--- src/rtl/switch_gate_debounced.sv ---
// ============================================================================
// Module      : switch_gate_debounced
// Description : Synchronises and debounces NUM_SWITCHES raw switches, reduces
//               the debounced vector (AND/OR/XOR/NAND) onto a registered LED.
// Revision    : 1.0 - initial release
// ============================================================================
`default_nettype none

module switch_gate_debounced #(
    parameter int NUM_SWITCHES   = 2,
    parameter int DEBOUNCE_LIMIT = 250000
) (
    input  logic                    i_Clk,
    input  logic                    i_Rst_L,
    input  logic [NUM_SWITCHES-1:0] i_Switch,
    input  logic [1:0]              i_Mode,
    output logic [NUM_SWITCHES-1:0] o_Stable,
    output logic                    o_LED_1,
    output logic                    o_Change
);

    localparam int CW = $clog2(DEBOUNCE_LIMIT + 1);
    localparam logic [CW-1:0] c_LIMIT_M1 = CW'(DEBOUNCE_LIMIT - 1);

    localparam logic [1:0] c_MODE_AND  = 2'b00;
    localparam logic [1:0] c_MODE_OR   = 2'b01;
    localparam logic [1:0] c_MODE_XOR  = 2'b10;
    localparam logic [1:0] c_MODE_NAND = 2'b11;

    logic [NUM_SWITCHES-1:0] r_sync1;
    logic [NUM_SWITCHES-1:0] r_sync2;
    logic [NUM_SWITCHES-1:0] r_stable;
    logic [NUM_SWITCHES-1:0] w_accept;
    logic                    r_led;
    logic                    r_change;
    logic                    w_f;

    always_ff @(posedge i_Clk or negedge i_Rst_L) begin
        if (!i_Rst_L) begin
            r_sync1 <= '0;
            r_sync2 <= '0;
        end else begin
            r_sync1 <= i_Switch;
            r_sync2 <= r_sync1;
        end
    end

    // Each channel owns its counter; an accept only ever flips the stable bit
    // because it is raised solely while the synchronised input disagrees.
    for (genvar i = 0; i < NUM_SWITCHES; i++) begin : g_chan
        logic [CW-1:0] r_count;
        logic          w_mismatch;

        assign w_mismatch  = r_sync2[i] ^ r_stable[i];
        assign w_accept[i] = w_mismatch && (r_count == c_LIMIT_M1);

        always_ff @(posedge i_Clk or negedge i_Rst_L) begin
            if (!i_Rst_L) begin
                r_count <= '0;
            end else if (!w_mismatch || w_accept[i]) begin
                r_count <= '0;
            end else begin
                r_count <= r_count + 1'b1;
            end
        end
    end

    always_comb begin
        w_f = 1'b0;
        case (i_Mode)
            c_MODE_AND:  w_f = &r_stable;
            c_MODE_OR:   w_f = |r_stable;
            c_MODE_XOR:  w_f = ^r_stable;
            c_MODE_NAND: w_f = ~&r_stable;
            default:     w_f = 1'b0;
        endcase
    end

    always_ff @(posedge i_Clk or negedge i_Rst_L) begin
        if (!i_Rst_L) begin
            r_stable <= '0;
            r_led    <= 1'b0;
            r_change <= 1'b0;
        end else begin
            r_stable <= r_stable ^ w_accept;
            r_led    <= w_f;
            r_change <= (w_f != r_led);
        end
    end

    assign o_Stable = r_stable;
    assign o_LED_1  = r_led;
    assign o_Change = r_change;

endmodule

`default_nettype wire

--- config.mk ---
export PLATFORM = sky130hd
export DESIGN_NAME = switch_gate_debounced
export DESIGN_NICKNAME = d
export VERILOG_FILES = /design/src/rtl/switch_gate_debounced.sv
export SDC_FILE = /design/constraint.sdc
export NUM_CORES = 1
export LEC_CHECK = 0
export ABC_AREA = 1
export CAP_MARGIN = 20
export CORE_MARGIN = 2
export CORE_UTILIZATION = 50
export DETAILED_ROUTE_END_ITERATION = 6
export PLACE_DENSITY_LB_ADDON = 0.1
export SLEW_MARGIN = 20
export SYNTH_ARGS = -nofsm -noshare
export SYNTH_HDL_FRONTEND = slang
export SYNTH_SLANG_ARGS = --single-unit
--- constraint.sdc ---
create_clock -name i_Clk -period 1.9 [get_ports i_Clk]
set_clock_uncertainty 0.15 [all_clocks]
set_input_delay 0.38 -clock i_Clk [delete_from_list [all_inputs] [get_ports i_Clk]]
set_output_delay 0.38 -clock i_Clk [all_outputs]
set_load 0.01 [all_outputs]
==> flow_summary.json, run 1 <==
{
  "hold_slack_ns": 0.2080,
  "gp_congestion": 0.8682,
  "clk_latency_ns": 0.30,
  "setup_violations": 0,
  "leakagePower_nw": 1.099,
  "synth_seq_area_share_pct": 45.43,
  "maxSlewViolCount": 0,
  "synth_compound_area_share_pct": 2.685,
  "core_um2": 4692,
  "yosys-top-cells-area": "dfrtp_1, nor2_1, nand2_1",
  "grt_usage_pct": 19.69,
  "crit_chain": "clkdlybuf4s50_1",
  "port_buffers": 9,
  "r2r_slack_ns": 0.21,
  "drc": 0,
  "layout.nets": 343,
  "syn_area_um2": 2424,
  "grt_pass1_wl_mm": 8.148,
  "finalHoldViolCount": 0,
  "antenna_found_initial": 0,
  "synth.area.mux_share_pct": 0,
  "cts-root-buf": "clkbuf_8",
  "viasPerCell": 4.972,
  "syn2layout_area_growth_pct": 11.31,
  "layout_min_cycle_time_ns": 1.793,
  "final_area_um2": 2698,
  "rows": 25,
  "fmax_mhz": 557.7,
  "ys_ff_latch": 44,
  "critPathMaxStageDelay_ns": 0.55,
  "finalPower_mw": 1.779,
  "cp.required_ns": 1.37,
  "whs_endpoint": "r_sync2[0]",
  "worstMarginPinSlew_ns": 0.5096,
  "synthSimpleGateAreaFrac_pct": 35.52,
  "ioPinCount": 10,
  "post-route-period-util_pct": 94.37,
  "ant_nets": 0,
  "fp.dieW_um": 73.62,
  "pwr-share-comb_pct": 5.0,
  "cp-end-kind": "primary output",
  "pwr-share-seq_pct": 54.5,
  "reg2regPathDepth": 6,
  "status": "finished clean",
  "cp.depth": 1,
  "placed_area_um2": 2574,
  "diodes": 0,
  "drive_gt1_share_pct": 6.886,
  "fillers": 454,
  "ir_drop_v": 0.0004465,
  "yosys_warnings": 0,
  "synth_top_area_share_pct": 45.43,
  "whs_path_depth": 0,
  "synth-xor-area-share_pct": 7.950,
  "fin_setup_tns_ns": 0,
  "clkPwrFrac_pct": 40.6,
  "cp_slowest_cell": "clkdlybuf4s50_1",
  "vias": 1929,
  "overflow": 0,
  "critPathBufInv": 1,
  "clock_path_buffers": 2,
  "synth_area_leader_cell": "dfrtp_1",
  "switching_share_pct": 22.41,
  "synthAdderAreaFrac_pct": 2.065,
  "critPathTopFamily": "buffers and inverters",
  "die_y_um": 73.62,
  "power_density_nw_per_um2": 659.6,
  "grt_max_degree": 25,
  "drtIter0Drc": 85,
  "worstHoldStart": "r_sync1[0]",
  "timing.rr.end": "g_chan[0].r_count[13]",
  "rsz0062_at_grt": "no",
  "synth_top_family_by_area": "simple AND/OR/NAND/NOR gates",
  "p_sw_mw": 0.3987,
  "ys_types": 23,
  "place_hpwl_mm": 3.403,
  "routedWlPerCell_um": 11.75,
  "cp_max_fo": 5,
  "r2r_start": "g_chan[0].r_count[0]",
  "maxCapViolations": 0,
  "startpoint_type": "flip-flop",
  "syn_nets": 327,
  "fin_util_pct": 57.49,
  "wirelength_mm": 4.559,
  "power.internal_mw": 1.381,
  "cts.clk_slew.worst_paths_ns": 0.08,
  "htreeDepth": 2,
  "min_path_type": "flip-flop to flip-flop",
  "worstPathArrival_ns": 1.26,
  "firstDrtPassIters": 4,
  "multi_input_area_um2": 1169,
  "cts_tree": "built",
  "relSlewSlack_pct": 66.03,
  "seq_area_um2": 1104,
  "cts_buffers": 5,
  "syn_inst": 317,
  "grt_pass1_vias": 1815,
  "initial_core_util_pct": 51.65,
  "dieArea_um2": 5420,
  "cts_num_sinks": 44,
  "critPathKind": "flip-flop to primary output",
  "syn_area_per_cell_um2": 7.645
}
[state kept, by name (all words and copies together), names as in the netlist, named ones only]
name,flops
o_Change,1
o_LED_1,1
r_sync2,2
g_chan.r_count,36
r_sync1,2
[stage by stage]
step	instances	setup slack, ns
after global routing	388	0.03398
final	388	0.1071
after detailed placement	379	0.2183
after global placement	379	0.2701
after floorplan	317	0.4150
after CTS	388	0.04481
[kinds of logic (layout without fill, tap and decap cells)]
kind of cell | after synthesis | after routing
and+or+nand+nor | 199 | 199
DFF | 44 | 44
buffers and inverters | 37 | 54
xor gates and xnor gates | 22 | 22
AOI/OAI and AO/OA | 11 | 11
adders and majority gates | 4 | 4
[worst max-delay path by stage]
stage	startpoint	end	slack (ns)
floorplan	g_chan[0].r_count[0]	g_chan[0].r_count[10]	0.42
global placement	i_Mode[0]	o_Change	0.27
detailed placement	g_chan[0].r_count[0]	g_chan[0].r_count[13]	0.22
CTS	flip-flop	o_Stable[0]	0.04
global route	flip-flop	o_Stable[0]	0.03
finish	flip-flop	o_Stable[1]	0.11
[cell type report]
cell class,count,share of cell area (%)
clock buffers,5,2.551
clock inverters,3,1.577
inverters,35,4.870
multi-input cells,236,43.32
flip-flops and latches,44,40.91
well taps,54,2.505
repair buffers,11,4.267
[power groups by stage]
stage          registers, mW  logic, mW  clock network [mW]
3_3_place_gp           0.988     0.0891                   0
2_1_floorplan          0.989     0.0403                   0
6_report               0.970     0.0882               0.722
4_1_cts                0.970     0.0913               0.738
5_1_grt                0.973      0.103               0.780
3_5_place_dp           0.989     0.0892                   0
[routing by layer]
layer	GRT usage (%)	up-vias	part of all wire [%]
met5	0	-	0
met4	6.465	0	1.2
met3	4.938	5	3.3
met2	31.35	29	47
met1	26.27	883	49
li1	-	1012	-
[layout by cell type (no fill, tap or decap), drive strengths merged]
| master | Yosys | layout |
|---|---|---|
| nor2 | 83 | 83 |
| nand2 | 78 | 78 |
| dfrtp | 44 | 44 |
| inv | 35 | 35 |
| nand3 | 24 | 24 |
| xor2 | 20 | 20 |
| nand4 | 10 | 10 |
| clkdlybuf4s50 | 0 | 8 |
| o21ai | 6 | 6 |
| clkbuf | 0 | 5 |
| o21bai | 4 | 4 |
| ha | 4 | 4 |
| xnor2 | 2 | 2 |
| nor3 | 2 | 2 |
| buf | 2 | 2 |
| a21oi | 1 | 1 |
| and2 | 1 | 1 |
| nand3b | 1 | 1 |
| clkinv | 0 | 1 |
| clkinvlp | 0 | 1 |
| bufinv | 0 | 1 |
| dlygate4sd3 | 0 | 1 |
[Yosys cell counts]
cell and instances:
nand3_1 22, xnor2_1 2, xor2_1 20, nand3b_1 1, ha_1 4, nor2_1 78, o21ai_0 5, nor2_2 3
nor3_1 1, nand2_2 2, nand2_4 1, nor3_2 1, and2_1 1, o21bai_1 4, nand4_1 10, dfrtp_1 44
nand2_1 75, buf_6 2, nand3_2 2, inv_1 35, a21oi_1 1, o21ai_1 1, nor2_4 2
[timing repair]
| item | CTS | global route |
|---|---|---|
| endpoints found under the setup margin | 0 | 2 |
| hold buffers | 1 | 0 |
| hold endpoints to repair | 20 | 0 |
| resized for setup | 0 | 2 |
| buffers inserted | 0 | 0 |
Note: power is estimated with default switching activity, not from simulation.
==> inputs of run 2 (changes only) <==
DONT_BUFFER_PORTS = 1   (was unset)
==> run 2 against run 1 <==
Via count fell by 0.36%. Die area is the same. Non-clock buffer count decreased by 7. Design area down 1.9%. Power grew 1.0%. Final cell count is 1.8% lower. Maximum frequency is 9.3% higher. Sequential power barely moved. Combinational power decreased by 18%. Sequential cell count unchanged. Setup slack gained 0.15 ns. Critical path type is now flip-flop to flip-flop.
==> flow_summary.json, run 2 (same netlist as run 1, synthesis figures left out) <==
{
  "crit_chain": "ha_1 -> nand3_2 -> nor2_1 -> nand3b_1 -> nand2_2 -> nor2_1",
  "htreeDepth": 2,
  "ant_nets": 0,
  "drc": 0,
  "drive_gt1_share_pct": 6.116,
  "place_hpwl_mm": 3.333,
  "wirelength_mm": 4.579,
  "cp-end-kind": "flip-flop",
  "firstDrtPassIters": 4,
  "layout.nets": 336,
  "grt_max_degree": 45,
  "cts_buffers": 5,
  "final_common_cell": "nor2_1",
  "finalPower_mw": 1.797,
  "p_sw_mw": 0.3866,
  "fmax_mhz": 609.4,
  "antenna_found_initial": 0,
  "vias": 1922,
  "rsz0062_at_grt": "no",
  "worstPathArrival_ns": 1.66,
  "critPathBufInv": 0,
  "setup_violations": 0,
  "clock_path_buffers": 2,
  "critPathKind": "flip-flop to flip-flop",
  "hold_slack_ns": 0.1442,
  "leakagePower_nw": 1.088,
  "pwr-share-comb_pct": 4.0,
  "dieArea_um2": 5420,
  "pwr-share-seq_pct": 54.1,
  "ioPinCount": 10,
  "maxSlewViolCount": 0,
  "crit_top_cell": "nor2_1",
  "die_y_um": 73.62,
  "port_buffers": 0,
  "critPathMaxStageDelay_ns": 0.41,
  "relSlewSlack_pct": 77.20,
  "worstMarginPinSlew_ns": 0.3409,
  "min_path_type": "input port to flip-flop",
  "fin_setup_tns_ns": 0,
  "final_cell_mix": "nor2_1, nand2_1, dfrtp_1",
  "cp_max_fo": 18,
  "top_register": "g_chan.r_count",
  "layout_min_cycle_time_ns": 1.641,
  "post-route-period-util_pct": 86.36,
  "core_um2": 4692,
  "drtIter0Drc": 110,
  "power.internal_mw": 1.411,
  "initial_core_util_pct": 51.65,
  "power_density_nw_per_um2": 678.8,
  "cts_resized": 0,
  "cts.clk_slew.worst_paths_ns": 0.08,
  "clk_latency_ns": 0.29,
  "maxCapViolations": 0,
  "syn2layout_area_growth_pct": 9.241,
  "cp.required_ns": 1.92,
  "rows": 25,
  "final_area_um2": 2648,
  "placed_area_um2": 2469,
  "ir_drop_v": 0.0004334,
  "gp_congestion": 0.8424,
  "cts-root-buf": "clkbuf_8",
  "critPathTopFamily": "simple AND/OR/NAND/NOR gates",
  "grt_pass1_wl_mm": 8.066,
  "grt_pass1_vias": 1791,
  "switching_share_pct": 21.51,
  "post_cts_buffers": 0,
  "fp.dieW_um": 73.62,
  "finalHoldViolCount": 0,
  "cts_num_sinks": 44,
  "overflow": 0,
  "routedWlPerCell_um": 12.02,
  "viasPerCell": 5.045,
  "top_regs": "g_chan.r_count x36, r_sync1 x2, r_sync2 x2",
  "clkPwrFrac_pct": 41.9,
  "startpoint_type": "flip-flop",
  "cp_slowest_cell": "dfrtp_1",
  "cts_tree": "built",
  "diodes": 0,
  "largest_register_ffs": 36,
  "grt_usage_pct": 19.45,
  "status": "finished clean"
}
[run 2: changes by cell type in the layout (fill, tap and decap cells not counted)]
cell,delta
clkinv_4,+1
buf_2,-1
dfrtp_2,-2
clkbuf_8,+1
buf_12,-1
buf_16,+1
clkdlybuf4s50_1,-8
clkinv_2,-1
dfrtp_1,+2
clkinvlp_4,-1
dlygate4sd3_1,+2
[run 2: per-stage QoR]
stage                     std cells  worst slack, ns  utilization (%)
after floorplan                 317           0.4150                -
after global placement          369           0.2827            52.61
after detailed placement        369           0.2467            52.61
after CTS                       381           0.2338            56.43
after global routing            381          0.06465            56.43
final                           381           0.2591            56.43
[run 2: cell type report]
cell class                 count  area [um^2]
fill                         440         2044
clock inverter                 2        38.79
inverter                      35        131.4
sequential                    44         1101
timing repair buffer           4        57.56
multi-input combinational    236         1169
clock buffer                   6        82.58
tap                           54        67.56
[run 2: layer usage]
metal  wire length, um  track usage [%]  up-vias
met3               160            3.841       10
li1                  -                -      998
met5                 0                0        -
met2              1994            29.46       30
met4               103            7.273        0
met1              2321            27.51      884
[run 2: repair_timing]
action	4_1_cts	5_1_grt
hold buffers	4	0
setup endpoints to repair	0	0
hold endpoints to repair	46	0
[run 2: worst paths after layout]
kind / cells past startpoint / endpoint / startpoint / slack (ns)
hold reg to reg: 0 / r_sync2[0] / r_sync1[0] / 0.21
min in group asynchronous: 2 / g_chan[0].r_count[5] / i_Rst_L / 0.44
setup / recovery: 6 / g_chan[0].r_count[8] / g_chan[0].r_count[0] / 0.26
setup reg to reg: 6 / g_chan[0].r_count[8] / g_chan[0].r_count[0] / 0.26
max in group asynchronous: 2 / g_chan[0].r_count[17] / i_Rst_L / 0.96
hold / removal: 2 / o_LED_1 / i_Mode[1] / 0.14
[run 2: power by group through the flow]
| stage | combinational, mW | clock (mW) | sequential [mW] |
|---|---|---|---|
| 2_1_floorplan | 0.0403 | 0 | 0.989 |
| 4_1_cts | 0.0755 | 0.774 | 0.973 |
| 3_5_place_dp | 0.0437 | 0 | 0.992 |
| 6_report | 0.0720 | 0.752 | 0.973 |
| 3_3_place_gp | 0.0445 | 0 | 0.991 |
| 5_1_grt | 0.0862 | 0.820 | 0.977 |
==> inputs of run 3 (changes only) <==
CORE_ASPECT_RATIO = 1.1   (was unset)
CORE_MARGIN = unset   (was 2)
==> run 3 against run 2 <==
Setup slack lost 0.025 ns. Final cell count rose by 0.52%. Non-clock buffer count stayed put. Die area shrank 5.4%. Maximum frequency is 1.5% lower. Sequential cell count did not move. Wire length about the same. Sequential share of layout area about the same. Clock-buffer cell count unchanged. Clock power about the same. Sequential power about the same. Critical path depth did not move. Largest cell class unchanged. Highest routed layer unchanged.
==> flow_summary.json, run 3 (same netlist as run 1, synthesis figures left out) <==
{
  "status": "finished clean",
  "leakagePower_nw": 1.088,
  "cts_tree": "built",
  "cts_buffers": 5,
  "placed_area_um2": 2471,
  "worstPathArrival_ns": 1.69,
  "maxSlewViolCount": 0,
  "diodes": 0,
  "ir_drop_v": 0.0004104,
  "grt_pass1_wl_mm": 7.838,
  "layout_min_cycle_time_ns": 1.666,
  "fp.dieW_um": 68.38,
  "wl_met3_um": 97,
  "core_um2": 4652,
  "final_area_um2": 2650,
  "top_regs": "g_chan.r_count x36, r_sync1 x2, r_sync2 x2",
  "critPathBufInv": 0,
  "startpoint_type": "flip-flop",
  "wl_met1_mm": 2.005,
  "maxCapViolations": 0,
  "clock_path_buffers": 2,
  "crit_top_cell": "nor2_1",
  "htreeDepth": 2,
  "power_density_nw_per_um2": 678.8,
  "vias": 1919,
  "antenna_found_initial": 0,
  "critPathTopFamily": "simple AND/OR/NAND/NOR gates",
  "grt_usage_pct": 20.74,
  "gp_congestion": 0.8472,
  "rows": 26,
  "syn2layout_area_growth_pct": 9.344,
  "fin_setup_tns_ns": 0,
  "cts-root-buf": "clkbuf_8",
  "drtIter0Drc": 84,
  "cp.required_ns": 1.92,
  "routed.top_layer": "met4",
  "final_cell_mix": "nor2_1, nand2_1, dfrtp_1",
  "crit_chain": "ha_1 -> nand3_2 -> nor2_1 -> nand3b_1 -> nand2_2 -> nor2_1",
  "critPathMaxStageDelay_ns": 0.41,
  "setup_violations": 0,
  "multi_input_area_um2": 1169,
  "rsz0062_at_grt": "no",
  "drc": 0,
  "firstDrtPassIters": 4,
  "top_register": "g_chan.r_count",
  "fmax_mhz": 600.3,
  "finalHoldViolCount": 0,
  "cts.clk_slew.worst_paths_ns": 0.09,
  "ioPinCount": 10,
  "finalPower_mw": 1.799,
  "largest_register_ffs": 36,
  "relSlewSlack_pct": 75.95,
  "dieArea_um2": 5130,
  "cts_resized": 0,
  "fillers": 459,
  "critPathKind": "flip-flop to flip-flop",
  "wirelength_mm": 4.582,
  "routedWlPerCell_um": 11.96,
  "initial_core_util_pct": 52.10,
  "cp-end-kind": "flip-flop",
  "met2_length_mm": 2.326,
  "clk_latency_ns": 0.29,
  "min_path_type": "input port to flip-flop",
  "seq_area_um2": 1101,
  "final_common_cell": "nor2_1",
  "grt_max_degree": 45,
  "layout.nets": 336,
  "overflow": 0,
  "drive_gt1_share_pct": 6.116,
  "port_buffers": 0,
  "grt_pass1_vias": 1888,
  "post-route-period-util_pct": 87.68,
  "ant_nets": 0,
  "cp_slowest_cell": "dfrtp_1",
  "cp_max_fo": 18,
  "cts_num_sinks": 44,
  "worstMarginPinSlew_ns": 0.3595,
  "viasPerCell": 5.010,
  "die_y_um": 75.02,
  "place_hpwl_mm": 3.372
}
## run 3: per-stage QoR
stage | hold WS, ns | instances | utilization, % | worst slack [ns]
after floorplan | -0.06559 | 317 | - | 0.4150
after global routing | 0.1489 | 383 | 56.97 | 0.08534
final | 0.1410 | 383 | 56.97 | 0.2341
after global placement | -0.06444 | 371 | 53.12 | 0.2834
after detailed placement | -0.06444 | 371 | 53.12 | 0.2150
after CTS | 0.1326 | 383 | 56.97 | 0.1910
## run 3: layer usage
layer | up-vias | track usage [%]
met3 | 15 | 4.848
li1 | 997 | -
met5 | - | 0
met2 | 22 | 37.91
met4 | 0 | 9.259
met1 | 885 | 22.35
## run 3: layout make-up
type                    count  share of cell area [%]
clock inverters             2                   1.464
inverters                  35                   4.958
repair buffers              4                   2.172
clock buffers               6                   3.116
flip-flops and latches     44                   41.55
multi-input cells         236                   44.10
well taps                  56                   2.644
## run 3: where the power goes
part	switching [mW]	total (mW)	internal (mW)
Combinational	0.0466	0.0729	0.0263
Sequential	0.0177	0.972	0.955
Clock	0.323	0.753	0.430
Total	0.388	1.80	1.41
## run 3: what timing repair did
item                                   in CTS  in global routing
buffers inserted                            0                  0
hold buffers                                4                  0
endpoints found under the hold margin      46                  0
## run 3: worst paths after layout
check                                     start                     to  slack, ns  cells past startpoint
max                        g_chan[0].r_count[0]   g_chan[0].r_count[7]       0.23                      6
min                                   i_Mode[1]                o_LED_1       0.14                      2
max reg2reg                g_chan[0].r_count[0]   g_chan[0].r_count[7]       0.23                      6
min reg2reg                          r_sync1[1]             r_sync2[1]       0.21                      0
max in group asynchronous               i_Rst_L   g_chan[1].r_count[8]       0.96                      2
min in group asynchronous               i_Rst_L  g_chan[0].r_count[15]       0.43                      2
